===== src/rtl/udp_tx_port_arbiter.sv =====
// Whole-packet round-robin arbiter that builds the 8-byte UDP header and then streams the payload.
// Optional per-port completed-packet counters are enabled with `define UDP_TX_ARB_PKT_CNT_EN.
module udp_tx_port_arbiter #(
   parameter int                             P_NUM_PORTS   = 3,
   parameter logic [0:P_NUM_PORTS-1][15:0]   P_PORTS       = {16'd10000, 16'd12000, 16'd14000},
   parameter int                             P_MAX_PAYLOAD = 1472
) (
   input  logic                                i_txmac_clk,
   input  logic                                i_txmac_arst_n,
   input  logic [0:P_NUM_PORTS-1][7:0]         i_port_byte,
   input  logic [0:P_NUM_PORTS-1]              i_port_byte_vld,
   input  logic [0:P_NUM_PORTS-1]              i_port_last_byte,
   input  logic [0:P_NUM_PORTS-1][15:0]        i_port_len,
   input  logic [0:P_NUM_PORTS-1][15:0]        i_port_dest_port,
   output logic [0:P_NUM_PORTS-1]              o_port_byte_rd,
   output logic [7:0]                          o_udp_pkt_byte,
   output logic                                o_udp_pkt_byte_vld,
   output logic                                o_udp_pkt_last_byte,
   input  logic                                i_udp_pkt_byte_rd,
   output logic [$clog2(P_NUM_PORTS)-1:0]      o_grant_idx,
   output logic                                o_busy,
   output logic                                o_len_err,
   output logic [0:P_NUM_PORTS-1][15:0]        o_port_pkt_cnt
);
   localparam int GW = $clog2(P_NUM_PORTS);

   typedef enum logic [1:0] {S_IDLE, S_HDR, S_PAYLOAD, S_FLUSH} state_t;

   state_t        state_q, state_d;
   logic [GW-1:0] grant_q, grant_d;
   logic [GW-1:0] ptr_q, ptr_d;
   logic [15:0]   len_q, len_d;
   logic [15:0]   dest_q, dest_d;
   logic [15:0]   cnt_q, cnt_d;
   logic [2:0]    hdr_cnt_q, hdr_cnt_d;
   logic          len_err_q, len_err_d;

   logic          req_found;
   logic [GW-1:0] req_idx;
   int            cand;
   logic          g_vld, g_last;
   logic [7:0]    g_byte;
   logic [15:0]   src_port, udp_len;
   logic [7:0]    hdr_byte;
   logic          at_end;

   assign g_vld    = i_port_byte_vld[grant_q];
   assign g_last   = i_port_last_byte[grant_q];
   assign g_byte   = i_port_byte[grant_q];
   assign src_port = P_PORTS[grant_q];
   assign udp_len  = len_q + 16'd8;
   assign at_end   = (cnt_q == len_q - 16'd1);

   // Round-robin search starts one past the last grant and wraps.
   always_comb begin
      req_found = 1'b0;
      req_idx   = '0;
      cand      = 0;
      for (int i = 1; i <= P_NUM_PORTS; i++) begin
         cand = (int'(ptr_q) + i) % P_NUM_PORTS;
         if (!req_found && i_port_byte_vld[cand]) begin
            req_found = 1'b1;
            req_idx   = GW'(cand);
         end
      end
   end

   always_comb begin
      hdr_byte = 8'h00;
      case (hdr_cnt_q)
         3'd0:    hdr_byte = src_port[15:8];
         3'd1:    hdr_byte = src_port[7:0];
         3'd2:    hdr_byte = dest_q[15:8];
         3'd3:    hdr_byte = dest_q[7:0];
         3'd4:    hdr_byte = udp_len[15:8];
         3'd5:    hdr_byte = udp_len[7:0];
         default: hdr_byte = 8'h00;
      endcase
   end

   always_comb begin
      state_d             = state_q;
      grant_d             = grant_q;
      ptr_d               = ptr_q;
      len_d               = len_q;
      dest_d              = dest_q;
      cnt_d               = cnt_q;
      hdr_cnt_d           = hdr_cnt_q;
      len_err_d           = 1'b0;
      o_port_byte_rd      = '0;
      o_udp_pkt_byte      = 8'h00;
      o_udp_pkt_byte_vld  = 1'b0;
      o_udp_pkt_last_byte = 1'b0;
      case (state_q)
         S_IDLE: begin
            if (req_found) begin
               grant_d   = req_idx;
               ptr_d     = req_idx;
               len_d     = i_port_len[req_idx];
               dest_d    = i_port_dest_port[req_idx];
               cnt_d     = 16'd0;
               hdr_cnt_d = 3'd0;
               if (i_port_len[req_idx] == 16'd0 || i_port_len[req_idx] > 16'(P_MAX_PAYLOAD)) begin
                  state_d   = S_FLUSH;
                  len_err_d = 1'b1;
               end else begin
                  state_d = S_HDR;
               end
            end
         end
         S_HDR: begin
            o_udp_pkt_byte     = hdr_byte;
            o_udp_pkt_byte_vld = 1'b1;
            if (i_udp_pkt_byte_rd) begin
               hdr_cnt_d = hdr_cnt_q + 3'd1;
               if (hdr_cnt_q == 3'd7) state_d = S_PAYLOAD;
            end
         end
         S_PAYLOAD: begin
            o_udp_pkt_byte              = g_byte;
            o_udp_pkt_byte_vld          = g_vld;
            o_udp_pkt_last_byte         = g_last | at_end;
            o_port_byte_rd[grant_q]     = g_vld & i_udp_pkt_byte_rd;
            if (g_vld && i_udp_pkt_byte_rd) begin
               cnt_d = cnt_q + 16'd1;
               if (g_last) begin
                  state_d   = S_IDLE;
                  len_err_d = !at_end;
               end else if (at_end) begin
                  // Declared length exhausted early: drain the rest of the source packet.
                  state_d   = S_FLUSH;
                  len_err_d = 1'b1;
               end
            end
         end
         S_FLUSH: begin
            o_port_byte_rd[grant_q] = g_vld;
            if (g_vld && g_last) state_d = S_IDLE;
         end
         default: state_d = S_IDLE;
      endcase
   end

   always_ff @(posedge i_txmac_clk or negedge i_txmac_arst_n) begin
      if (!i_txmac_arst_n) begin
         state_q   <= S_IDLE;
         grant_q   <= '0;
         ptr_q     <= GW'(P_NUM_PORTS - 1);
         len_q     <= 16'd0;
         dest_q    <= 16'd0;
         cnt_q     <= 16'd0;
         hdr_cnt_q <= 3'd0;
         len_err_q <= 1'b0;
      end else begin
         state_q   <= state_d;
         grant_q   <= grant_d;
         ptr_q     <= ptr_d;
         len_q     <= len_d;
         dest_q    <= dest_d;
         cnt_q     <= cnt_d;
         hdr_cnt_q <= hdr_cnt_d;
         len_err_q <= len_err_d;
      end
   end

   assign o_grant_idx = grant_q;
   assign o_busy      = (state_q != S_IDLE);
   assign o_len_err   = len_err_q;

`ifdef UDP_TX_ARB_PKT_CNT_EN
   logic [0:P_NUM_PORTS-1][15:0] pkt_cnt_q, pkt_cnt_d;
   logic                         pkt_done;

   // Counts every packet whose final byte leaves PAYLOAD, length errors included.
   assign pkt_done = (state_q == S_PAYLOAD) && g_vld && i_udp_pkt_byte_rd && (g_last || at_end);

   always_comb begin
      pkt_cnt_d = pkt_cnt_q;
      if (pkt_done) pkt_cnt_d[grant_q] = pkt_cnt_q[grant_q] + 16'd1;
   end

   always_ff @(posedge i_txmac_clk or negedge i_txmac_arst_n) begin
      if (!i_txmac_arst_n) pkt_cnt_q <= '0;
      else                 pkt_cnt_q <= pkt_cnt_d;
   end

   assign o_port_pkt_cnt = pkt_cnt_q;
`else
   assign o_port_pkt_cnt = '0;
`endif

endmodule


===== config.mk =====
export PLATFORM = sky130hd
export DESIGN_NAME = udp_tx_port_arbiter
export DESIGN_NICKNAME = d
export VERILOG_FILES = /design/src/rtl/udp_tx_port_arbiter.sv
export SDC_FILE = /design/constraint.sdc
export NUM_CORES = 1
export LEC_CHECK = 0
export CELL_PAD_IN_SITES_DETAIL_PLACEMENT = 1
export CELL_PAD_IN_SITES_GLOBAL_PLACEMENT = 1
export CORE_MARGIN = 10
export CORE_UTILIZATION = 36
export DETAILED_ROUTE_END_ITERATION = 7
export PLACE_DENSITY_LB_ADDON = 0.05
export SLEW_MARGIN = 40
export SYNTH_ARGS = -nofsm -noshare
export SYNTH_HDL_FRONTEND = slang
export SYNTH_SLANG_ARGS = --single-unit

===== constraint.sdc =====
create_clock -name i_txmac_clk -period 10.4 [get_ports i_txmac_clk]
set_input_delay 3.12 -clock i_txmac_clk [delete_from_list [all_inputs] [get_ports i_txmac_clk]]
set_output_delay 3.12 -clock i_txmac_clk [all_outputs]
set_load 0.1 [all_outputs]

==> Yosys cells after proc, flatten, opt, wreduce, memory -nomap -nowiden <==
Index checks and enable logic that the tools add are counted.
Widths: inputs -> output; s select.
{ "totals": {"ff_bits": 58, "inputBits": 129} }
{ "classes": {"n_addsub": 7, "div_mod_pow": 3, "order_cmp": 7, "eq_ne": 16, "muxes": 61, "bitwise_logic": 9, "reduce_logical": 19} }
{ "op_table": {"columns": ["operator", "count"], "rows": [
  ["$mux 16", 8],
  ["$bmux 16 s2", 3],
  ["$ge 32x3->1 const B", 3],
  ["$mod 32x3->32 const B", 3],
  ["$not 32->32", 3],
  ["$pmux 8 s6", 1],
  ["$pmux 16 s2", 1],
  ["$mux 2", 11],
  ["$mux 1", 20],
  ["$add 16x1->16 const B", 1],
  ["$add 16x4->16 const B", 1],
  ["$bmux 8 s2", 1],
  ["$eq 16x16->1", 1],
  ["$gt 16x11->1 const B", 1],
  ["$logic_not 16->1", 1],
  ["$mux 8", 2],
  ["$pmux 8 s2", 1],
  ["$sub 16x1->16 const B", 1],
  ["$pmux 3 s2", 2],
  ["$bmux 1 s2", 5],
  ["$ne 2x2->1 const B", 5],
  ["$eq 3x3->1 const B", 3],
  ["$pmux 2 s4", 1],
  ["$add 2x2->3 const B", 2],
  ["25 further kinds", 41]
]} }

==> Logic depth before layout (Yosys ltp) <==
{ "depth": {"ltp_word": 22, "depth_mapped": 16, "mapped_depth_nobuf": 16} }

==> Worst setup path after synthesis <==
No wires, ideal clock.
{ "synth_path": {"path_kind": "input-to-output", "start": "input port i_port_byte[4] in the netlist's numbering", "end": "output port o_udp_pkt_byte[4]", "arrival_ps": 5543, "setup_slack_ps": 1737, "stages": 4, "n_path_buf": 0, "cell_sequence": "mux2i_1 -> o21ai_0 -> nand2_1 -> a21boi_0"} }
{ "synth_via": {"elab_chain_cells": 4} }
{ "synth_lines": {"columns": ["item", "line_no", "text"], "rows": [
  ["from (decl)", "10", "input logic [0:P_NUM_PORTS-1][7:0] i_port_byte,"],
  ["$bmux 8 s2", "49", "assign g_byte = i_port_byte[grant_q];"],
  ["$mux 8 (implied by the code) (2 in a row)", "49", null],
  ["$pmux 8 s2", "94", "case (state_q)"],
  ["to (decl)", "16", "output logic [7:0] o_udp_pkt_byte,"]
]} }
Every way passes these cells. The select of a mux whose other input is x is not followed.

==> Worst setup path in the final report <==
{ "layout_path": {"start": "input port i_port_byte_vld[0] in the netlist's numbering", "end": "output port o_port_byte_rd[1] in the netlist's numbering"} }
{ "layout_via": {"elab_chain_cells": 6} }
{ "layout_lines": {"columns": ["item", "line_no", "text"], "rows": [
  ["from (decl)", "11", "input logic [0:P_NUM_PORTS-1] i_port_byte_vld,"],
  ["$bmux 1 s2 (*)", "47", "assign g_vld = i_port_byte_vld[grant_q];"],
  ["$mux 1 (implied by the code) (*) (2 in a row)", "47", null],
  ["$and 1x1->1", "123", "o_port_byte_rd[grant_q] = g_vld & i_udp_pkt_byte_rd;"],
  ["$and 3x3->3 (no source line)", null, null],
  ["$pmux 3 s2 (*)", "94", null],
  ["to (decl)", "15", "output logic [0:P_NUM_PORTS-1] o_port_byte_rd,"]
]} }
Mark *: on every way between the ends. The rest lies on a longest branch, timed or not. The select of a mux whose other input is x is not followed.

==> results by group <==
Worst setup path
  – Worst path cell trace: clkdlybuf4s50_1, mux2i_1, o2bb2ai_1, nor2b_1, and2_1, buf_2
  – Startpoint types: input port
  – CP Class: input port to primary output
  – CP Data Required Time: 7.28 ns
  – Reg2reg path depth: 11
  – Max Fanout on Critical Path: 8
  – Crit path depth: 6
  – Crit path largest cell delay: slightly above 0.6 ns
  – Critical Path Start: i_port_byte_vld[0]
  – R2r setup slk: 5.84 ns
  – Crit path capture type: primary output
  – CP Capture Point: o_port_byte_rd[1]
  – Crit path buf inv count: 2
  – Worst R2R Start: o_grant_idx[0]
  – WP data arrival: ~5.2 ns
  – RR Endpoint: o_len_err
  – Slowest cell on the critical path: clkdlybuf4s50_1
  – Delay-heaviest family, CP: buffers and inverters

Detailed routing
  – DRC Markers: 0
  – Antenna viol nets, final: 0
  – DR vias: approximately 5,300
  – First-pass DRT Iterations: 4
  – Post-DR vias/cell: 5.37
  – Routed WL: 19.3 mm
  – DRT iter0 DRCs: approximately 270
  – DR WL/cell: just under 20 um

Cells and area
  – Commonest non-fill, non-tap cell in the layout: clkdlybuf4s50_1
  – Share of post-route cells with drive strength above 1: 8.83%
  – Design area: 7070 um^2
  – Commonest cells after routing, fill and taps aside: clkdlybuf4s50_1 (127), nand2_1 (59), nor2_1 (56)
  – Nets: 940
  – Fill count: 1,785
  – N_diodes: 0
  – Area growth syn-to-layout: 29.9%

Yosys
  – Synthesized flop and latch total: 57
  – Synth top area share: 25.8%
  – Seq/Total Area, Yosys: 26.2%
  – Post-synth EDFFs: 0
  – Async SR Flop Fraction: 100%
  – Synth Instances: 674
  – Synth warn: 0
  – Top cells by area, synth: dfrtp_1 (26%), mux2i_1 (7.2%), buf_4 (7.0%)
  – Dominant cell type by area after synthesis: dfrtp_1
  – Synth cell types: 64
  – Main synth FF type: dfrtp_1
  – Avg Cell Area, Syn: 8.07 um^2
  – Synthesized cell area: 5440 um^2

Timing
  – Final TNS setup: 0 ns
  – Clock Skews: 0.00794 ns
  – RSZ-0062 raised after global routing: no
  – Final Hold Viols: 0
  – Worst slew pin tran: 0.737 ns
  – Fmax: 120 MHz
  – Final Slew Violations: 0
  – Crit path time final: between 8 and 9 ns
  – Slew headroom: 50.4%
  – Period utilization: 80.4%
  – Count of final setup violators: 0

Power and ir drop
  – Internal Dissipation: 1.06 mW
  – Leak: 3.04 nW
  – Reg power frac: 19.3%
  – Pwr Total: 2.33 mW
  – Clock share of power: 13.9%
  – Switching part of the total: 54.4%
  – Peak supply drop: 149 uV
  – P_sw: 1.26 mW
  – Cell area power density: 329 nW/um^2
  – Logic pwr share: about two thirds

GRT
  – Grt ovf: 0
  – Pin count of the biggest net entering global routing: 60
  – Vias in the first global route: 5,550
  – First-pass GRT wire length: 30.3 mm
  – Initial antenna violation count: 0
  – All-Layer GR Usage: 18.6%

Placed design
  – GPL Wtd Cong: around 0.85
  – Port Buffer Count: 145
  – Placed inst area: 6720 um^2
  – Final HPWL DP: 15.9 mm

Clocking
  – Setup bufs post-CTS: 0
  – Worst skew pair latency: 0.34 ns
  – PostCTS Resize Cnt: 0
  – Worst-path clk slew: 0.06 ns
  – CTS root buf: clkbuf_16
  – Hold Buf Count CTS: 0
  – H-tree Lvls: 3
  – CTS max path bufs: 2
  – Num CTS Buffers: 9
  – CTS tree: done
  – Clk sinks: 57

Floorplanning
  – Initial Util: 37.0%
  – Die area: 20,400 um^2
  – Chip Height: 143 um
  – I/O pins: 194
  – Std cell rows: 44
  – Width of the die: 143 um
  – Core area: 14,700 um^2

Job
  – Maxcap violations: 0

Worst hold path
  – Hold_sp: dest_q[9]
  – HP Class: flip-flop to flip-flop

Outcome
  – Status: complete, no violations
==> worst register-to-register path: stages, from the launching register on <==
cell      delay, ns
dfrtp_1        0.72
inv_1          0.25
ha_1           0.50
or3b_1         0.41
a21oi_1        0.30
nor4_2         0.15
nor2_4         0.43
o211ai_1       0.23
or4_1          0.55
nor4_2         0.29
mux2_2         0.42
o211ai_1       0.22
==> routing by layer <==
metal  track usage (%)  wire length, um  up-vias  share of wire [%]
li1                  -                -     2507                  -
met1              22.4             8430     2578                 44
met2              31.9             9400      146                 49
met3              4.94             1220       20                6.3
met4              5.16              287        0                1.5
met5                 0                0        -                  0
==> how the worst min path moves through the flow <==
stage            endpoint  slack (ns)  cells after the start
6_report        dest_q[9]        0.48                      1
5_1_grt         dest_q[5]        0.51                      1
3_3_place_gp    dest_q[7]        0.47                      1
2_1_floorplan  dest_q[14]        0.45                      1
4_1_cts         dest_q[8]        0.49                      1
3_5_place_dp    dest_q[8]        0.47                      1
==> metrics by stage <==
stage	std cells	worst slack, ns	utilization [%]	hold WS, ns
2_1_floorplan	721	1.74	-	0.449
3_3_place_gp	960	1.40	46.2	0.472
3_5_place_dp	961	2.04	45.7	0.475
4_1_cts	977	2.03	48.0	0.487
5_1_grt	977	1.94	48.1	0.506
6_report	977	2.04	48.1	0.480
==> cells by family (layout without fill, tap and decap cells) <==
logic type               Yosys count  after routing  synth area share (%)
AND/OR/NAND/NOR                  219            219                  19.5
AO/OA/AOI/OAI                    160            160                  19.3
buffers and inverters            113            185                  11.6
flip-flops                        57             57                  26.2
multiplexers                      56             56                  10.7
XOR/XNOR                          45             45                  7.24
adder cells (fa/ha/maj)           23             23                  5.29
other                              1             48                0.0689
==> sequential cells by signal, summed over array words and instances (netlist names) <==
register / flops
dest_q: 16
o_grant_idx: 2
hdr_cnt_q: 3
cnt_q: 16
len_q: 16
o_len_err: 1
ptr_q: 1
state_q: 2
==> power groups by stage <==
stage / registers (mW) / clock network (mW) / logic, mW
finish: 0.448 / 0.324 / 1.55
global route: 0.465 / 0.340 / 1.70
detailed placement: 0.451 / 0 / 1.55
CTS: 0.447 / 0.328 / 1.56
global placement: 0.445 / 0 / 1.52
floorplan: 0.388 / 0 / 1.23
==> layout make-up <==
class | instances | area [um^2] | area share (%)
Multi-Input combinational cell | 551 | 3610 | 51.0
Clock inverter | 3 | 46.3 | 0.655
Timing Repair Buffer | 149 | 1400 | 19.8
Sequential cell | 57 | 1430 | 20.2
Tap cell | 184 | 230 | 3.26
Inverter | 20 | 75.1 | 1.06
Clock buffer | 13 | 280 | 3.96
==> synthesized netlist by cell type (all sizes together), types with 18 or more instances <==
cell,count
dfrtp,56
inv,20
mux2i,40
o21ai,48
nand2,59
nor2,58
xor2,24
a21o,18
nand3,24
xnor2,21
buf,62
ha,23
clkbuf,31
a21oi,24
Power figures use the tool's default switching activity.
